File: src/rtl/uart_tx_unit_pkg.sv
// Shared definitions for the UART transmit unit: store address, FSM states
// and the per-slot enqueue decode.
package uart_tx_unit_pkg;

  localparam logic [31:0] UART_ADDR = 32'hF000_0000;

  typedef enum logic [1:0] {
    ST_IDLE,
    ST_START,
    ST_DATA,
    ST_STOP
  } tx_state_e;

  // Only the lowest byte lane of a store carries UART data.
  function automatic logic uart_enq(input logic [31:0] addr, input logic [3:0] bm);
    return (addr == UART_ADDR) && bm[0];
  endfunction

endpackage

File: src/rtl/uart_fifo.sv
// Byte FIFO with two ordered write ports and one read port; reports
// occupancy and a one-cycle pulse for every edge on which a byte is dropped.
module uart_fifo #(
  parameter int DEPTH = 16
) (
  input  logic                     i_clk,
  input  logic                     i_rst_n,
  input  logic                     i_wr0_en,
  input  logic [7:0]               i_wr0_data,
  input  logic                     i_wr1_en,
  input  logic [7:0]               i_wr1_data,
  input  logic                     i_rd_en,
  output logic [7:0]               o_rd_data,
  output logic [$clog2(DEPTH):0]   o_count,
  output logic                     o_overflow
);

  localparam int AW = $clog2(DEPTH);
  localparam int CW = AW + 1;

  logic [7:0]    r_mem [DEPTH];
  logic [AW-1:0] r_wr_ptr;
  logic [AW-1:0] r_rd_ptr;
  logic [CW-1:0] r_count;

  logic          w_pop;
  logic [CW-1:0] w_free;
  logic          w_acc0;
  logic          w_acc1;
  logic [AW-1:0] w_wr1_ptr;

  assign w_pop  = i_rd_en && (r_count != '0);
  // A same-edge pop frees its slot for this edge's pushes.
  assign w_free = CW'(DEPTH) - r_count + CW'(w_pop);
  assign w_acc0 = i_wr0_en && (w_free != '0);
  assign w_acc1 = i_wr1_en && (w_free > CW'(w_acc0));
  assign w_wr1_ptr = r_wr_ptr + AW'(w_acc0);

  always_ff @(posedge i_clk) begin
    if (w_acc0) r_mem[r_wr_ptr]  <= i_wr0_data;
    if (w_acc1) r_mem[w_wr1_ptr] <= i_wr1_data;
  end

  always_ff @(posedge i_clk or negedge i_rst_n) begin
    if (!i_rst_n) begin
      r_wr_ptr <= '0;
      r_rd_ptr <= '0;
      r_count  <= '0;
    end else begin
      r_wr_ptr <= r_wr_ptr + AW'(w_acc0) + AW'(w_acc1);
      r_rd_ptr <= r_rd_ptr + AW'(w_pop);
      r_count  <= r_count + CW'(w_acc0) + CW'(w_acc1) - CW'(w_pop);
    end
  end

  assign o_rd_data  = r_mem[r_rd_ptr];
  assign o_count    = r_count;
  assign o_overflow = (i_wr0_en && !w_acc0) || (i_wr1_en && !w_acc1);

endmodule

File: src/rtl/uart_tx_unit.sv
// UART transmitter fed by byte stores from both issue slots: enqueue decode,
// baud timing and the 8N1 framing FSM around a dual-write byte FIFO.
module uart_tx_unit
  import uart_tx_unit_pkg::*;
#(
  parameter int CLK_HZ     = 50000000,
  parameter int BAUD       = 115200,
  parameter int FIFO_DEPTH = 16
) (
  input  logic        clk,
  input  logic        rst,
  input  logic [3:0]  write_en_bmEX1,
  input  logic [3:0]  write_en_bmEX2,
  input  logic [31:0] write_addressEX1,
  input  logic [31:0] write_addressEX2,
  input  logic [31:0] storevalue_wordEX1,
  input  logic [31:0] storevalue_wordEX2,
  output logic        uart_tx,
  output logic        uart_stall,
  output logic        tx_busy,
  output logic        uart_overflow
);

  localparam int CPB = CLK_HZ / BAUD;
  localparam int BW  = (CPB > 1) ? $clog2(CPB) : 1;
  localparam int CW  = $clog2(FIFO_DEPTH) + 1;
  localparam logic [BW-1:0] BAUD_RELOAD = BW'(CPB - 1);

  tx_state_e     r_state;
  tx_state_e     w_state_nxt;
  logic [BW-1:0] r_baud;
  logic [BW-1:0] w_baud_nxt;
  logic [2:0]    r_bit;
  logic [2:0]    w_bit_nxt;
  logic [7:0]    r_shift;
  logic [7:0]    w_shift_nxt;
  logic          r_tx;
  logic          w_tx_nxt;
  logic          r_ovf;

  logic          w_req1;
  logic          w_req2;
  logic          w_pop;
  logic [7:0]    w_fifo_data;
  logic [CW-1:0] w_fifo_count;
  logic          w_ovf_pulse;
  logic          w_has_data;
  logic          w_baud_done;
  logic          w_unused;

  assign w_req1 = uart_enq(write_addressEX1, write_en_bmEX1);
  assign w_req2 = uart_enq(write_addressEX2, write_en_bmEX2);
  assign w_unused = &{1'b0, write_en_bmEX1[3:1], write_en_bmEX2[3:1],
                      storevalue_wordEX1[31:8], storevalue_wordEX2[31:8]};

  uart_fifo #(
    .DEPTH(FIFO_DEPTH)
  ) u_fifo (
    .i_clk      (clk),
    .i_rst_n    (rst),
    .i_wr0_en   (w_req1),
    .i_wr0_data (storevalue_wordEX1[7:0]),
    .i_wr1_en   (w_req2),
    .i_wr1_data (storevalue_wordEX2[7:0]),
    .i_rd_en    (w_pop),
    .o_rd_data  (w_fifo_data),
    .o_count    (w_fifo_count),
    .o_overflow (w_ovf_pulse)
  );

  assign w_has_data  = (w_fifo_count != '0);
  assign w_baud_done = (r_baud == '0);

  always_ff @(posedge clk or negedge rst) begin
    if (!rst) begin
      r_state <= ST_IDLE;
      r_baud  <= '0;
      r_bit   <= '0;
      r_shift <= '0;
      r_tx    <= 1'b1;
      r_ovf   <= 1'b0;
    end else begin
      r_state <= w_state_nxt;
      r_baud  <= w_baud_nxt;
      r_bit   <= w_bit_nxt;
      r_shift <= w_shift_nxt;
      r_tx    <= w_tx_nxt;
      r_ovf   <= r_ovf | w_ovf_pulse;
    end
  end

  always_comb begin
    w_state_nxt = r_state;
    w_baud_nxt  = r_baud;
    w_bit_nxt   = r_bit;
    w_shift_nxt = r_shift;
    w_tx_nxt    = r_tx;
    w_pop       = 1'b0;
    case (r_state)
      ST_IDLE: begin
        w_tx_nxt = 1'b1;
        if (w_has_data) begin
          w_pop       = 1'b1;
          w_shift_nxt = w_fifo_data;
          w_state_nxt = ST_START;
          w_tx_nxt    = 1'b0;
          w_baud_nxt  = BAUD_RELOAD;
        end
      end
      ST_START: begin
        if (w_baud_done) begin
          w_state_nxt = ST_DATA;
          w_bit_nxt   = '0;
          w_tx_nxt    = r_shift[0];
          w_baud_nxt  = BAUD_RELOAD;
        end else begin
          w_baud_nxt = r_baud - 1'b1;
        end
      end
      ST_DATA: begin
        if (w_baud_done) begin
          w_baud_nxt = BAUD_RELOAD;
          if (r_bit == 3'd7) begin
            w_state_nxt = ST_STOP;
            w_tx_nxt    = 1'b1;
          end else begin
            // The current bit always sits in shift[0]; shift[1] is next.
            w_bit_nxt   = r_bit + 1'b1;
            w_shift_nxt = r_shift >> 1;
            w_tx_nxt    = r_shift[1];
          end
        end else begin
          w_baud_nxt = r_baud - 1'b1;
        end
      end
      ST_STOP: begin
        if (w_baud_done) begin
          if (w_has_data) begin
            w_pop       = 1'b1;
            w_shift_nxt = w_fifo_data;
            w_state_nxt = ST_START;
            w_tx_nxt    = 1'b0;
            w_baud_nxt  = BAUD_RELOAD;
          end else begin
            w_state_nxt = ST_IDLE;
          end
        end else begin
          w_baud_nxt = r_baud - 1'b1;
        end
      end
      default: begin
        w_state_nxt = ST_IDLE;
        w_tx_nxt    = 1'b1;
      end
    endcase
  end

  assign uart_tx       = r_tx;
  assign tx_busy       = (r_state != ST_IDLE);
  assign uart_overflow = r_ovf;
  assign uart_stall    = (CW'(FIFO_DEPTH) - w_fifo_count) < CW'(2);

endmodule

File: config.mk
export PLATFORM = sky130hd
export DESIGN_NAME = uart_tx_unit
export DESIGN_NICKNAME = d
export VERILOG_FILES = /design/src/rtl/uart_tx_unit_pkg.sv /design/src/rtl/uart_fifo.sv /design/src/rtl/uart_tx_unit.sv
export SDC_FILE = /design/constraint.sdc
export NUM_CORES = 1
export LEC_CHECK = 0
export CORE_ASPECT_RATIO = 1.2
export CORE_MARGIN = 2
export CORE_UTILIZATION = 50
export DETAILED_ROUTE_END_ITERATION = 16
export DONT_BUFFER_PORTS = 1
export GPL_TIMING_DRIVEN = 0
export SLEW_MARGIN = 20
export SYNTH_ARGS = -nofsm -noshare
export SYNTH_HDL_FRONTEND = slang
export SYNTH_SLANG_ARGS = --single-unit
File: constraint.sdc
create_clock -name clk -period 14.3 [get_ports clk]
set_clock_uncertainty 0.2 [all_clocks]
set_input_delay 3.575 -clock clk [delete_from_list [all_inputs] [get_ports clk]]
set_output_delay 3.575 -clock clk [all_outputs]
set_load 0.1 [all_outputs]
* Word level (Yosys, flattened, before mapping) *
Memory sizes are Yosys's and may differ from the RTL's.
Index checks and enable logic that the tools add are counted.

word-level totals
  input bits = 138
  memories = 1
  output and inout bits = 4
  RAM bits = 128
  register bits after elaboration = 37
  logic and storage cells = 92

cells by class
  equality and inequality tests = 13
  add/sub/neg operators = 10
  magnitude comparators = 2
  reduce and logical (&&, ||, !) cells = 22
  bitwise gates (word level) = 1
  mux-type cells = 34

memory list
  memory        depth  width  rd ports  clocked after Yosys merged registers in  write ports  line             RTL
  u_fifo.r_mem  16     8      1         0                                        2            uart_fifo.sv:21  logic [7:0] r_mem [DEPTH];

operators by type and width
  kind                    number
  $eq A32 B32 Y1 const B  2
  $mux W8                 4
  $mux W9                 3
  $pmux W9 S3             1
  $pmux W8 S3             1
  $add A5 B1 Y5           3
  $ne A2 B2 Y1 const B    7
  $mux W1                 13
  $add A4 B1 Y4           3
  $reduce_and A4 Y1       3
  $mux W2                 5
  $reduce_bool A5 Y1      2
  $logic_not A9 Y1        1
  $mux W3                 3
  $sub A9 B1 Y9 const B   1
  $pmux W2 S4             1
  $logic_and A1 B1 Y1     7
  $pmux W3 S2             1
  $gt A5 B1 Y1            1
  $lt A5 B2 Y1 const B    1
  $reduce_and A5 Y1       1
  $sub A5 B1 Y5           1
  $sub A5 B5 Y5 const A   1
  $eq A2 B2 Y1 const B    2
  other kinds (12)        14

* Logic depth before layout (Yosys ltp) *
Gate-level depths: netlist of run 1.

  word-level depth = 14
  depth in mapped cells = 30
  gate-level depth less buffers = 26

* Cells and area by module *
Synthesis of run 1 repeated with hierarchy kept, for this count alone.

unflattened totals
  cells, all modules = 713
  area total of the unflattened synthesis = 9624.2 sq um

by module, submodules not included
  module        times used  cells each  sequential area each (sq um)  area an instance (sq um)
  uart_fifo     1           529         4169.0                        7832.5
  uart_tx_unit  1           184         601.8                         1791.7

* Least setup slack after synthesis of run 1 *
OpenSTA, ideal clock, no wires.

  path type = input-to-reg
  start point = input port write_addressEX1[30]
  end point = memory u_fifo.r_mem[3][0], enable pin
  data required time = 13713 ps
  library setup time = 387 ps
  stages = 12
  arrival time = 6571 ps
  buffers on the path = 2
  setup slack = 7143 ps
  cell sequence = and4_1 > nand4_1 > nor3_1 > o21ai_1 > clkbuf_1 > inv_1 > ha_1 > ha_1 > clkbuf_1 > nand2_1 > or4_1 > o31ai_1

RTL lines
  item             line                RTL
  start, declared  uart_tx_unit.sv:14  input logic [31:0] write_addressEX1,
  end, declared    uart_fifo.sv:21

==> results of run 1 <==
==> per-stage QoR <==
step,power [mW],cells
detailed placement,0.554,985
global placement,0.553,973
CTS,1.02,1017
finish,1.01,1018
floorplan,0.549,717
global route,1.04,1018
==> layer usage <==
layer	GRT usage, %	share of wire, %
met1	35.2	43
met2	42.0	50
met3	5.91	6.0
met4	5.48	1.2
met5	0	0.053
==> where the power goes <==
group	internal, mW	switching, mW
Clock	0.239	0.228
Sequential	0.517	0.000000454
Combinational	0.0150	0.0124
Total	0.771	0.240
==> final cells by class <==
type	count	share of cell area, %
inverters	22	0.778
plain buffers	42	1.87
multi-input cells	488	42.7
clock buffers	17	4.01
well taps	256	3.02
flip-flops and latches	165	44.9
clock inverters	15	1.93
repair buffers	13	0.801
==> placed cells by master, fill, tap and decap left out, drive strengths merged, types with 4 or more instances in the layout <==
master,n
a21oi,15
a221oi,14
a22oi,7
and3,8
buf,23
clkbuf,49
clkinv,12
dfrtp,36
edfxtp,128
ha,26
inv,24
mux2,128
mux2i,29
mux4,19
nand2,22
nand2b,11
nand3,27
nor2,23
nor2b,7
nor3,19
nor4,15
nor4b,4
o21a,4
o21ai,34
o31ai,8
o41ai,4
or3,5
or4,7
xnor2,8
xor2,6
==> flip-flops by register name (all words and copies together), names as in the netlist <==
name / flops
u_fifo.o_count: 5
uart_tx: 1
u_fifo.r_wr_ptr: 4
u_fifo.r_rd_ptr: 4
r_bit: 3
uart_overflow: 1
r_state: 2
r_baud: 9
u_fifo.r_mem: 128
r_shift: 8
==> worst reg2reg max path, stage by stage (launching register included) <==
cell and delay (ns):
dfrtp_1 0.43, nor4_1 0.46, and4b_1 0.26, buf_1 0.30, a21oi_1 0.12, nor3_1 0.47
ha_1 0.30, ha_1 0.19, a21bo_2 0.22, mux2i_1 0.13, and3_4 0.21, o21bai_1 0.08
o21ai_1 0.80, clkbuf_1 0.60, inv_1 0.16, ha_1 0.25, ha_1 0.23, xnor2_1 0.72
nand3_1 0.43, nor4_4 0.69, mux2_2 0.43
==> kinds of logic after synthesis <==
logic type	synth area share, %
multiplexers	22.8
flip-flops	50.3
AND/OR/NAND/NOR	11.1
AO/OA/AOI/OAI	7.60
buffers and inverters	2.97
adder cells (fa/ha/maj)	3.85
XOR/XNOR	1.37
==> worst max-delay path by stage <==
stage / startpoint / end / cells past startpoint
2_1_floorplan: write_addressEX1[30] / u_fifo.r_mem[3][0] / 12
3_3_place_gp: write_addressEX1[30] / u_fifo.r_mem[7][0] / 12
3_5_place_dp: write_addressEX1[30] / u_fifo.r_mem[6][0] / 11
4_1_cts: r_baud[5] / u_fifo.r_mem[0][3] / 20
5_1_grt: r_baud[5] / u_fifo.r_mem[0][3] / 20
6_report: write_addressEX1[30] / u_fifo.r_mem[0][3] / 12
==> results.yml, run 1 <==
synth:
  syn_inst: 717
  avgSynthCellArea_um2: 13.2
  synthDistinctLibCells: 62
  synth_top_flop_cell: "edfxtp_1"
  ys_warn_count: 0
  synth.cell_area_um2: 9490
  yosysTopAreaCell: "edfxtp_1"
  synth_edf_count: 128
  synth_common_cells: "edfxtp_1, mux2_2, dfrtp_1"
  synthTopCellsByArea: "edfxtp_1, mux2_2, dfrtp_1"
  synth_seq_cells: 165
  synth_nets: 883
  synth_top_area_share_pct: 40.5
  async_flop_share_pct: 22.4
  seq_area_frac_synth_pct: 50.3
global_routing:
  grt_use_total_pct: 25.7
  gr-total-overflow: 0
  grt_pass1_vias: 6474
  antenna_found_initial: 1
  grt_start_max_net_pins: 38
  grt_first_pass_wirelength_um: 38300
route:
  drc: 0
  detail_route.vias_per_cell: 6.24
  first_iter_violations: 496
  routed_wl_um: 24500
  drtAntennaViolNets: 0
  vias: 6356
  first_pass_iters: 5
  wl_per_cell_um: 24.0
finish:
  regArea_um2: 4770
  antenna_cells: 0
  final_util_pct: 56.7
  multi_input_area_um2: 4530
  nets: 915
  syn_to_final_growth_pct: 11.9
  final_cell_area_um2: 10600
  layout-drive-gt1-share_pct: 31.2
  fill_cells: 1584
worst_hold_path:
  worstHoldPathCells: 2
  hold-path-endpoint: "r_shift[2]"
  hp-class: "reg2reg"
  holdCritStartpoint: "r_shift[2]"
floorplanning:
  core_um2: 18700
  die_area_um2: 20100
  die_width_um: 130
  rows: 55
  io_pins: 142
  die_h_um: 155
  initial_core_util_pct: 50.7
placed_design:
  port_buffers: 0
  hpwl_um: 18400
  place_congestion: 0.887
  place_area_um2: 9970
  preCtsSetupSlack_ns: 5.94
worst_setup_path:
  critPathMaxFanout: 10
  cp.required_ns: 14.29
  crit_path_top_delay_cell: "xnor2_1"
  crit_chain: "and4_1 > nand4_1 > nor3_1 > o21ai_1 > clkbuf_1 > inv_1 > ha_1 > ha_1 > xnor2_1 > nand3_1 > nor4_4 > mux2_2"
  crit_type: "in2reg"
  cp_top_family: "simple AND/OR/NAND/NOR gates"
  crit_path_end_kind: "flop"
  critPathLaunchType: "input port"
  worstReg2RegStart: "r_baud[5]"
  crit_buf_inv: 2
  cp_data_arrival_time_ns: 7.96
  r2r_slack_ns: 6.37
  rr_endpoint: "u_fifo.r_mem[0][3]"
  max_stage_delay_ns: 0.72
  reg2reg_depth: 20
  critical_path.most_common_cell: "ha_1"
power:
  power.density_nw_per_um2: 95.2
  p_leak_nw: 3.81
  irDropWorstVdd_mv: 0.0884
clock_tree:
  cts.sinks: 165
  cts_resized: 0
  clk_pin_slew_ns: 0.08
  cts_hold_buf: 0
  clk_latency_ns: 0.43
  clock-root-buffer: "clkbuf_16"
  numCtsBuffers: 17
  cts_setup_buffers: 0
  htreeDepth: 4
  cts.path.max_buffers: 2
  cts_tree: "yes"
sta:
  drv_slew: 0
  holdWs_ns: 0.287
  relSlewSlack_pct: 32.4
  tns_ns: 0
  fin_crit_ns: 7.97
  worst_slack_ns: 6.33
  fin_crit_sh_pct: 55.7
  worst_slew_pin_slew_ns: 1.01
  setup_violations: 0
  rsz0062_at_grt: "no"
  fmaxAchievable_mhz: 125
  hold_violations: 0
run_status:
  status: "finished clean"
run:
  max_cap_viol_count: 0
Power figures use the tool's default switching activity.
==> inputs of run 2 (changes only) <==
- PLACE_DENSITY: not set -> 0.68
- clock period: 14.3 -> 6.5 ns (I/O delays scaled with it)
==> run 2 against run 1 <==
Against the previous run:
- first-iteration DRC count shrank 4.0%
- final area increased by 0.80%
- global-route usage down 1.5 points
- flip-flop and latch count unchanged
- clock power is 110% higher
- hold slack improved by 0.0015 ns
- non-clock buffer count rose by 6
==> results.yml, run 2 (same netlist as run 1, synthesis figures left out) <==
run_status:
  status: "finished clean"
worst_setup_path:
  crit_path_end_kind: "flop"
  cp.required_ns: 6.44
  reg2reg_depth: 21
  crit_type: "reg2reg"
  r2r_slack_ns: 0.27
  crit_path_top_delay_cell: "or4_1"
  critPathMaxFanout: 10
  cp_top_family: "simple AND/OR/NAND/NOR gates"
  cp_data_arrival_time_ns: 6.17
  critical_path.most_common_cell: "ha_1"
  rr_endpoint: "u_fifo.r_mem[7][4]"
  crit_buf_inv: 5
  max_stage_delay_ns: 0.58
  crit_chain: "nor4_2 > and4b_1 > buf_1 > a21oi_1 > nor3_4 > ha_1 > ha_1 > a21bo_2 > mux2i_1 > and3_4 > o21bai_1 > o21ai_4 > clkbuf_4 > inv_1 > ha_1 > ha_1 > clkbuf_2 > nand2_1 > or4_1 > o31ai_2 > buf_4"
  critPathLaunchType: "flop"
  worstReg2RegStart: "r_baud[5]"
placed_design:
  dpl.cell_count: 985
  place_congestion: 0.892
  port_buffers: 0
  place_area_um2: 9970
  hpwl_um: 17300
power:
  irDropWorstVdd_mv: 0.201
  power.density_nw_per_um2: 203
  p_leak_nw: 3.85
sta:
  drv_slew: 0
  relSlewSlack_pct: 38.8
  worst_slew_pin_slew_ns: 0.912
  tns_ns: 0
  rsz0062_at_grt: "no"
  holdWs_ns: 0.289
  hold_violations: 0
  fin_crit_ns: 6.23
  setup_violations: 0
  fmaxAchievable_mhz: 161
  fin_crit_sh_pct: 95.8
global_routing:
  grt_start_max_net_pins: 38
  antenna_found_initial: 0
  grt_first_pass_wirelength_um: 36600
  grt_use_total_pct: 24.2
  grt_pass1_vias: 6552
  gr-total-overflow: 0
floorplanning:
  die_width_um: 130
  die_h_um: 155
  io_pins: 142
  rows: 55
  die_area_um2: 20100
  core_um2: 18700
  initial_core_util_pct: 50.7
route:
  vias: 6285
  detail_route.vias_per_cell: 6.14
  drtAntennaViolNets: 0
  drc: 0
  routed_wl_um: 23200
  first_iter_violations: 476
  wl_per_cell_um: 22.7
  first_pass_iters: 5
finish:
  regArea_um2: 4770
  multi_input_area_um2: 4580
  final_cell_count_no_fill: 1024
  final_cell_mix: "mux2_2, edfxtp_1, dfrtp_1"
  largest_register_ffs: 128
  final_util_pct: 57.2
  antenna_cells: 0
  nets: 921
  max_flop_register: "u_fifo.r_mem"
  final_cell_area_um2: 10700
  syn_to_final_growth_pct: 12.8
  reg.largest.list: "u_fifo.r_mem: 128 flops, r_baud: 9 flops, r_shift: 8 flops"
  fill_cells: 1534
  layout-drive-gt1-share_pct: 32.8
worst_hold_path:
  hp-class: "reg2reg"
  hold-path-endpoint: "r_shift[4]"
  worstHoldPathCells: 2
  holdCritStartpoint: "r_shift[4]"
clock_tree:
  clk_pin_slew_ns: 0.07
  htreeDepth: 4
  cts_tree: "yes"
  cts.path.max_buffers: 2
  numCtsBuffers: 17
  cts_hold_buf: 0
  cts.sinks: 165
  clock-root-buffer: "clkbuf_16"
  clk_latency_ns: 0.44
run:
  max_cap_viol_count: 0
## run 2: worst register-to-register path, cell delays in order (launching register included)
cell and delay [ns]:
dfrtp_1 0.43, nor4_2 0.40, and4b_1 0.24, buf_1 0.31
a21oi_1 0.18, nor3_4 0.25, ha_1 0.25, ha_1 0.18
a21bo_2 0.22, mux2i_1 0.14, and3_4 0.21, o21bai_1 0.12
o21ai_4 0.19, clkbuf_4 0.27, inv_1 0.09, ha_1 0.21
ha_1 0.35, clkbuf_2 0.36, nand2_1 0.34, or4_1 0.58
o31ai_2 0.13, buf_4 0.26
## run 2: metal layers
layer  share of wire [%]  GRT usage (%)
met1                  41           32.1
met2                  51           40.5
met3                 4.7           3.27
met4                 2.8           9.06
met5                   0              0
## run 2: where the power goes
| group | leakage [nW] | switching (mW) | total, mW | internal, mW |
|---|---|---|---|---|
| clock network | 0.282 | 0.471 | 0.981 | 0.510 |
| logic | 1.96 | 0.0264 | 0.0594 | 0.0330 |
| registers | 1.60 | 0.00000106 | 1.14 | 1.14 |
| total | 3.85 | 0.498 | 2.18 | 1.68 |
## run 2: final cells by class
class	instances	share of cell area (%)
buffer	42	1.91
clock buffer	18	4.01
clock inverter	14	1.26
inverter	22	0.772
multi-input combinational	488	42.8
sequential	165	44.6
tap	256	2.99
timing repair buffer	19	1.71
## run 2: worst max-delay path by stage
stage,from,endpoint,depth (start not counted)
after CTS,r_baud[5],u_fifo.r_mem[7][4],21
after global placement,r_baud[5],u_fifo.r_mem[6][3],19
after global routing,r_baud[5],u_fifo.r_mem[7][4],21
after floorplan,r_baud[5],u_fifo.r_mem[3][0],20
final,r_baud[5],u_fifo.r_mem[7][4],21
after detailed placement,r_baud[5],u_fifo.r_mem[6][2],20
## run 2: timing repair
action	in CTS	in global routing
pin swaps	6	1
cloned	0	0
buffers inserted	6	1
hold endpoints to repair	0	0
endpoints found under the setup margin	265	229
gates resized for setup	10	2
## run 2: metrics by stage
step,worst slack [ns],power [mW]
finish,0.275,2.18
global route,0.0228,2.23
CTS,-0.0204,2.19
detailed placement,-1.44,1.22
global placement,-1.11,1.21
floorplan,0.568,1.21
==> inputs of run 3 (changes only) <==
- CTS_CLUSTER_SIZE: not set -> 12
- PLACE_DENSITY: 0.68 -> not set
- clock period: 6.5 -> 6.6 ns (I/O delays scaled with it)
==> run 3 against run 2 <==
Against the previous run:
- flip-flop and latch count unchanged
- non-clock buffer count did not move
- clock power grew 4%
- count of clock-buffer cells in the layout down 1
- fmax up 0.75%
- via count increased by 1.3%
- final cell count did not move
- register-to-register slack better by 0.15 ns
- die area did not move
- core utilization rose by 0.49 points
- hold slack got worse by 0.0041 ns
- highest routed layer is now met5
==> results.yml, run 3 (same netlist as run 1, synthesis figures left out) <==
run_status:
  status: "finished clean"
clock_tree:
  cts.sinks: 165
  clk_pin_slew_ns: 0.08
  numCtsBuffers: 17
  clock-root-buffer: "clkbuf_16"
  cts_tree: "yes"
  htreeDepth: 4
  cts_hold_buf: 0
  cts.path.max_buffers: 2
  clk_latency_ns: 0.43
run:
  max_cap_viol_count: 0
route:
  first_pass_iters: 5
  routed_wl_um: 24600
  drc: 0
  vias: 6366
  first_iter_violations: 442
  wl_per_cell_um: 24.1
  detail_route.vias_per_cell: 6.22
  drtAntennaViolNets: 0
sta:
  relSlewSlack_pct: 39.5
  worst_slack_ns: 0.421
  fin_crit_ns: 6.18
  drv_slew: 0
  fmaxAchievable_mhz: 162
  setup_violations: 0
  holdWs_ns: 0.285
  fin_crit_sh_pct: 93.6
  rsz0062_at_grt: "no"
  hold_violations: 0
  worst_slew_pin_slew_ns: 0.907
worst_setup_path:
  critical_path.most_common_cell: "ha_1"
  max_stage_delay_ns: 0.55
  crit_type: "reg2reg"
  cp.required_ns: 6.54
  cp.depth: 21
  critPathLaunchType: "flop"
  crit_chain: "nor4_2 > and4b_1 > buf_1 > a21oi_1 > nor3_2 > ha_1 > ha_1 > a21bo_2 > mux2i_1 > and3_4 > o21bai_1 > o21ai_4 > clkbuf_4 > inv_1 > ha_1 > ha_1 > clkbuf_2 > nand2_1 > or4_1 > o31ai_2 > buf_4"
  crit_buf_inv: 5
  crit_path_end_kind: "flop"
  reg2reg_depth: 21
  cp_top_family: "simple AND/OR/NAND/NOR gates"
  crit_path_top_delay_cell: "or4_1"
  cp_data_arrival_time_ns: 6.12
  critPathMaxFanout: 10
floorplanning:
  die_width_um: 130
  rows: 55
  core_um2: 18700
  io_pins: 142
  die_area_um2: 20100
  die_h_um: 155
  initial_core_util_pct: 50.7
finish:
  final_cell_mix: "mux2_2, edfxtp_1, dfrtp_1"
  max_flop_register: "u_fifo.r_mem"
  multi_input_area_um2: 4580
  fill_cells: 1567
  syn_to_final_growth_pct: 13.8
  reg.largest.list: "u_fifo.r_mem: 128 flops, r_baud: 9 flops, r_shift: 8 flops"
  largest_register_ffs: 128
  final_cell_count_no_fill: 1024
  regArea_um2: 4770
  antenna_cells: 0
  nets: 921
  final_util_pct: 57.7
  layout-drive-gt1-share_pct: 32.9
placed_design:
  hpwl_um: 18400
  port_buffers: 0
  place_congestion: 0.887
  preCtsSetupSlack_ns: -1.34
  dpl.cell_count: 985
power:
  irDropWorstVdd_mv: 0.191
  power.density_nw_per_um2: 203
  power_mw: 2.19
  p_leak_nw: 3.87
worst_hold_path:
  worstHoldPathCells: 2
  hp-class: "reg2reg"
global_routing:
  grt_use_total_pct: 25.8
  gr-total-overflow: 0
  antenna_found_initial: 1
  grt_start_max_net_pins: 38
  grt_pass1_vias: 6530
  grt_first_pass_wirelength_um: 38500
run 3: cell count changes in the layout (fill, tap and decap cells not counted), sizes merged:
cell / previous run / this run
clkinv: 5 / 12
inv: 31 / 24
clkbuf: 49 / 48
clkinvlp: 0 / 1
run 3: worst paths after layout:
kind,from,slack [ns],to
worst max-delay path,r_baud[5],0.42,u_fifo.r_mem[7][2]
worst min-delay path,r_shift[2],0.28,r_shift[2]
worst max register to register,r_baud[5],0.42,u_fifo.r_mem[7][2]
worst min register to register,r_shift[2],0.28,r_shift[2]
max in group asynchronous,rst,5.32,uart_tx
min in group asynchronous,rst,0.70,uart_overflow
run 3: power by group:
part           internal [mW]  switching, mW  total (mW)
Clock                  0.518          0.498        1.02
Sequential              1.12    0.000000992        1.12
Combinational         0.0325         0.0269      0.0595
run 3: what timing repair did:
item / 4_1_cts / 5_1_grt
pin swaps: 6 / 1
resized for setup: 11 / 1
setup endpoints to repair: 264 / 208
buffers inserted: 6 / 1
run 3: worst register-to-register path, cell delays in order, from the launching register on:
cell and delay [ns]:
dfrtp_1 0.44, nor4_2 0.38, and4b_1 0.24, buf_1 0.30
a21oi_1 0.14, nor3_2 0.29, ha_1 0.26, ha_1 0.19
a21bo_2 0.22, mux2i_1 0.13, and3_4 0.22, o21bai_1 0.12
o21ai_4 0.20, clkbuf_4 0.27, inv_1 0.09, ha_1 0.22
ha_1 0.35, clkbuf_2 0.35, nand2_1 0.31, or4_1 0.56
o31ai_2 0.14, buf_4 0.26
run 3: final cells by class:
class                           instances  area share (%)
Sequential cell                       165            44.2
Multi-Input combinational cell        488            42.4
Clock buffer                           17            3.94
Tap cell                              256            2.97
Clock inverter                         15            1.90
Timing Repair Buffer                   19            1.90
Buffer                                 42            1.89
Inverter                               22           0.765
run 3: through the flow:
step	TNS (ns)	instance area, µm²
final	0	10800
after detailed placement	-246.80	9970
after floorplan	0	9490
after global placement	-134.88	9810
after global routing	0	10800
after CTS	0	10800
run 3: layer usage:
| metal | global-route usage, % | vias to the layer above | wire length, µm |
|---|---|---|---|
| met5 | 0 | - | 13 |
| met4 | 5.84 | 2 | 299 |
| met3 | 6.05 | 27 | 1480 |
| met2 | 42.0 | 172 | 12400 |
| met1 | 35.3 | 3278 | 10500 |
| li1 | - | 2887 | - |
